[config.mk]
export PLATFORM = sky130hd
export DESIGN_NAME = relay_sequencer
export DESIGN_NICKNAME = d
export VERILOG_FILES = /design/src/rtl/relay_sequencer.sv
export SDC_FILE = /design/constraint.sdc
export NUM_CORES = 1
export LEC_CHECK = 0
export CAP_MARGIN = 20
export CELL_PAD_IN_SITES_DETAIL_PLACEMENT = 0
export CELL_PAD_IN_SITES_GLOBAL_PLACEMENT = 1
export CORE_ASPECT_RATIO = 1.4
export CORE_MARGIN = 8
export CORE_UTILIZATION = 27
export CTS_BUF_LIST = sky130_fd_sc_hd__clkbuf_4
export DETAILED_ROUTE_END_ITERATION = 7
export HOLD_SLACK_MARGIN = 0.15
export PLACE_DENSITY = 0.85
export SKIP_LAST_GASP = 1
export SLEW_MARGIN = 30
export SYNTH_ARGS = -nofsm -noshare
export SYNTH_HDL_FRONTEND = slang
export SYNTH_SLANG_ARGS = --single-unit
export TNS_END_PERCENT = 10
[constraint.sdc]
create_clock -name clk -period 6.29 [get_ports clk]
set_clock_uncertainty 0.1 [all_clocks]
set_input_delay 1.258 -clock clk [delete_from_list [all_inputs] [get_ports clk]]
set_output_delay 1.258 -clock clk [all_outputs]
set_load 0.03 [all_outputs]
[src/rtl/relay_sequencer.sv]
// rtl/relay_sequencer.sv - fetch/decode/execute control sequencer for the relay-computer datapath
//
// Holds the instruction register and steps IDLE -> F0..F3 -> E0 -> E1 -> F0.
// Every strobe is a Moore output decoded from the state and the instruction
// register only, so an asynchronous reset drops all strobes at once.
//
// Ports:
//   clk, rst            clock, asynchronous active-high reset
//   start               one-cycle pulse, leaves IDLE/HALTED
//   mem_data            memory read data, latched as the instruction in F1
//   sel_reg / ld_reg    one-hot register drive / load, order A,B,C,D,M1,M2,X,Y
//   sel_PC, ld_PC, sel_INC, ld_INC, ld_INST       PC / incrementer / IR strobes
//   sel_M, mem_read, mem_write, bus_to_mem        memory strobes
//   alu_f, ld_COND      ALU function and condition-register load
//   imm_en, imm_val     sign-extended SETAB immediate onto the bus
//   inst, phase         instruction register and state index for the LEDs
//   halted, illegal     HALTED state flag, sticky undefined-opcode flag
module relay_sequencer #(
  parameter int INST_W   = 8,
  parameter int REG_N    = 8,
  parameter int AUTO_RUN = 0
) (
  input  logic              clk,
  input  logic              rst,
  input  logic              start,
  input  logic [INST_W-1:0] mem_data,
  output logic [REG_N-1:0]  sel_reg,
  output logic [REG_N-1:0]  ld_reg,
  output logic              sel_PC,
  output logic              ld_PC,
  output logic              sel_INC,
  output logic              ld_INC,
  output logic              ld_INST,
  output logic              sel_M,
  output logic              mem_read,
  output logic              mem_write,
  output logic              bus_to_mem,
  output logic [2:0]        alu_f,
  output logic              ld_COND,
  output logic              imm_en,
  output logic [INST_W-1:0] imm_val,
  output logic [INST_W-1:0] inst,
  output logic [3:0]        phase,
  output logic              halted,
  output logic              illegal
);

  typedef enum logic [2:0] {
    S_IDLE, S_F0, S_F1, S_F2, S_F3, S_E0, S_E1, S_HALTED
  } state_t;

  state_t state, state_nx;

  logic op_mov, op_set, op_alu, op_load, op_store, op_halt, op_bad;

  assign op_mov   = (inst[7:6] == 2'b00);
  assign op_set   = (inst[7:6] == 2'b01);
  assign op_alu   = (inst[7:4] == 4'b1000);
  assign op_load  = (inst[7:2] == 6'b100100);
  assign op_store = (inst[7:2] == 6'b100110);
  assign op_halt  = (inst[7:0] == 8'hAE);
  assign op_bad   = !(op_mov || op_set || op_alu || op_load || op_store || op_halt);

  assign phase = {1'b0, state};

  function automatic logic [REG_N-1:0] onehot(input logic [2:0] idx);
    logic [REG_N-1:0] v;
    v      = '0;
    v[idx] = 1'b1;
    return v;
  endfunction

  always_ff @(posedge clk or posedge rst) begin
    if (rst) begin
      state   <= S_IDLE;
      inst    <= '0;
      illegal <= 1'b0;
    end else begin
      state <= state_nx;
      if (state == S_F1) inst <= mem_data;
      if (state == S_E0 && op_bad) illegal <= 1'b1;
    end
  end

  always_comb begin
    state_nx   = state;
    sel_reg    = '0;
    ld_reg     = '0;
    sel_PC     = 1'b0;
    ld_PC      = 1'b0;
    sel_INC    = 1'b0;
    ld_INC     = 1'b0;
    ld_INST    = 1'b0;
    sel_M      = 1'b0;
    mem_read   = 1'b0;
    mem_write  = 1'b0;
    bus_to_mem = 1'b0;
    alu_f      = 3'd0;
    ld_COND    = 1'b0;
    imm_en     = 1'b0;
    imm_val    = '0;
    halted     = 1'b0;

    case (state)
      S_IDLE: if (start || AUTO_RUN != 0) state_nx = S_F0;
      S_F0: begin
        sel_PC   = 1'b1;
        mem_read = 1'b1;
        state_nx = S_F1;
      end
      S_F1: begin
        sel_PC   = 1'b1;
        mem_read = 1'b1;
        ld_INST  = 1'b1;
        ld_INC   = 1'b1;
        state_nx = S_F2;
      end
      S_F2: begin
        sel_INC  = 1'b1;
        state_nx = S_F3;
      end
      S_F3: begin
        sel_INC  = 1'b1;
        ld_PC    = 1'b1;
        state_nx = S_E0;
      end
      S_E0, S_E1: begin
        if (state == S_E1)            state_nx = S_F0;
        else if (op_halt || op_bad)   state_nx = S_HALTED;
        else                          state_nx = S_E1;

        // HALT and undefined opcodes fall through with every strobe low.
        if (op_mov) begin
          // Source equal to destination leaves the bus undriven, so the load clears it.
          if (inst[5:3] != inst[2:0]) sel_reg = onehot(inst[2:0]);
          if (state == S_E1) ld_reg = onehot(inst[5:3]);
        end else if (op_set) begin
          imm_en  = 1'b1;
          imm_val = {{(INST_W-5){inst[4]}}, inst[4:0]};
          if (state == S_E1) ld_reg = onehot({2'b00, inst[5]});
        end else if (op_alu) begin
          alu_f = inst[2:0];
          if (state == S_E1) begin
            ld_COND = 1'b1;
            ld_reg  = onehot(inst[3] ? 3'd3 : 3'd0);
          end
        end else if (op_load) begin
          sel_M    = 1'b1;
          mem_read = 1'b1;
          if (state == S_E1) ld_reg = onehot({1'b0, inst[1:0]});
        end else if (op_store) begin
          sel_M      = 1'b1;
          bus_to_mem = 1'b1;
          sel_reg    = onehot({1'b0, inst[1:0]});
          if (state == S_E1) mem_write = 1'b1;
        end
      end
      S_HALTED: begin
        halted = 1'b1;
        if (start) state_nx = S_F0;
      end
      default: state_nx = S_IDLE;
    endcase
  end

endmodule
==> metrics.yaml <==
cts_max_path_buffers: 2
period_needed_ps: 4350
rsz0062_at_grt: "no"
rr_endpoint: "inst[7]$_DFFE_PP0P_"
worstMarginPinSlew_ps: 540
drv_slew: 0
wl_per_cell_um: 16.0
synth_edf_count: 0
cts_setup_buffers: 0
boundaryPins: 63
portBuffers: 61
syn2layout_area_growth_pct: 60.0
cts_resized: 0
cts_buffers: 3
powerDensity_nw_per_um2: 533
syn_nets: 156
fp.dieH_um: 88.7
ir_drop_v: 0.000261
post_dp_cell_area_um2: 1600
first_global_vias: 1147
synth_seq_area_share: 0.295
clock_latency_ps: 270
root_buffer: "clkbuf_4"
ys_ff_latch: 12
maxCapViolCount: 0
status: "complete, no violations"
drtIter0Drc: 41
drt-total-wl_um: 3790
hpwl_um: 3090
start_util: 0.280
setup_tns_ps: 0
hold_viol: 0
layout_commonest_cell: "clkdlybuf4s50_1"
r2r_start: "state[1]$_DFFE_PP0P_"
finalCritPeriodShare: 0.691
pwr-share-seq: 0.254
power_frac_comb: 0.691
r2r_cells: 3
dp_slack_ps: 2240
power_uw: 868
clkPwrFrac: 0.055
routed_via_density: 5.06
slew_headroom: 0.640
required_ps: 4930
final-setup-viol-count: 0
synth_cell_types: 38
vias: 1193
grt_usage: 0.122
cp-start-kind: "flop"
grt_pass1_wl_um: 5760
leakage_nw: 0.584
synth-main-ff-cell: "dfrtp_1"
worstPathArrival_ps: 2990
min_to: "illegal$_DFFE_PP0P_"
fmax_ghz: 0.230
hold_buffers: 0
p_sw_uw: 497
syn_area_um2: 1020
cts-htree-levels: 1
final_area_um2: 1630
cts.clk_slew.worst_paths_ps: 80
drive_gt1_frac: 0.0464
postSynth.asyncResetShare: 1.00
syn_area_per_cell_um2: 7.02
yosysWarnings: 0
nets: 206
reg2reg_slack_ps: 4280
core_area_um2: 3640
grt.overflow.total: 0
grt_max_degree: 18
critPathKind: "flop to primary output"
cts_tree: "done"
fp-row-count: 26
hold_path.startpoint: "illegal$_DFFE_PP0P_"
crit_fanout: 14
final_cell_mix: "clkdlybuf4s50_1, nor2_1, nand2_1"
cts.sinks: 12
end_kind: "primary output"
antenna_found_initial: 0
fin_ws_ps: 1940
min_delay_path_depth: 1
dieArea_um2: 6020
die-width_um: 67.9
hp-class: "flop to flop"
n_antenna_cell: 0
antenna_left: 0
routabilityCongestion: 0.933
route.detailed.drc: 0
swShare: 0.572
postSynthCellCount: 145
dr.pass1.iters: 4
p_int_uw: 371
-- kinds of logic (layout without fill, tap and decap cells) --
logic type             after synthesis  in the layout  synth area share
AND/OR/NAND/NOR                     73             73             0.349
AO/OA/AOI/OAI                       28             28             0.186
buffers and inverters               25             74             0.111
flip-flops                          12             12             0.295
XOR/XNOR                             4              4            0.0344
multiplexers                         2              2            0.0221
other                                1              1           0.00368
-- per-layer routing --
metal,vias to the layer above,GRT usage,share of wire,wire length (um)
met5,-,0,0,0
met4,0,0.0542,0.013,50
met3,4,0.0292,0.071,269
met2,36,0.220,0.55,2070
met1,555,0.128,0.37,1390
li1,598,-,-,-
-- layout make-up --
cell class,count,area [um^2]
sequential,12,300
inverter,9,33.8
multi-input combinational,108,606
clock buffer,3,22.5
clock inverter,1,3.75
tap,42,52.6
timing repair buffer,61,611
fill,394,2010
-- worst max path at each step --
stage	from	to	slack, ps	cells after the start
finish	inst[7]$_DFFE_PP0P_	ld_reg[1]	1940	5
global route	inst[7]$_DFFE_PP0P_	ld_reg[1]	1840	5
CTS	inst[7]$_DFFE_PP0P_	ld_reg[1]	1940	5
detailed placement	inst[7]$_DFFE_PP0P_	ld_reg[1]	2240	5
global placement	inst[7]$_DFFE_PP0P_	ld_reg[1]	2310	5
floorplan	inst[2]$_DFFE_PP0P_	sel_reg[0]	1880	4
-- power by group through the flow --
| stage | combinational [mW] | clock (mW) | sequential [mW] |
|---|---|---|---|
| global placement | 0.602 | 0 | 0.214 |
| floorplan | 0.370 | 0 | 0.230 |
| CTS | 0.605 | 0.0494 | 0.217 |
| global route | 0.642 | 0.0541 | 0.231 |
| finish | 0.600 | 0.0476 | 0.220 |
| detailed placement | 0.603 | 0 | 0.219 |
-- cells in the mapped netlist, types with 3 or more instances --
cell type	count	area share
nor2_1	21	0.077
nand3_1	8	0.039
nor4_1	3	0.018
nand2b_1	3	0.018
o21ai_0	12	0.059
nand2_1	16	0.059
nor3_1	10	0.049
xnor2_1	3	0.026
buf_4	5	0.037
inv_1	9	0.033
dfrtp_1	12	0.29
clkbuf_1	10	0.037
-- worst max-delay path, stage by stage (launching register included) --
cell and delay (ps):
dfrtp_1 580, or4b_4 530, or3_1 340, o31a_1 290, a2111oi_2 240, clkdlybuf4s50_1 740
-- through the flow --
stage               utilization  hold slack (ps)  std cells
CTS                       0.447              412        236
global route              0.447              437        236
finish                    0.447              417        236
detailed placement        0.440              389        232
floorplan                     -              550        145
global placement          0.440              364        232
-- registers in the layout (all words and copies together) (netlist names) --
name	flops
inst	8
state	3
illegal	1
Note: power is estimated with default switching activity, not from simulation.
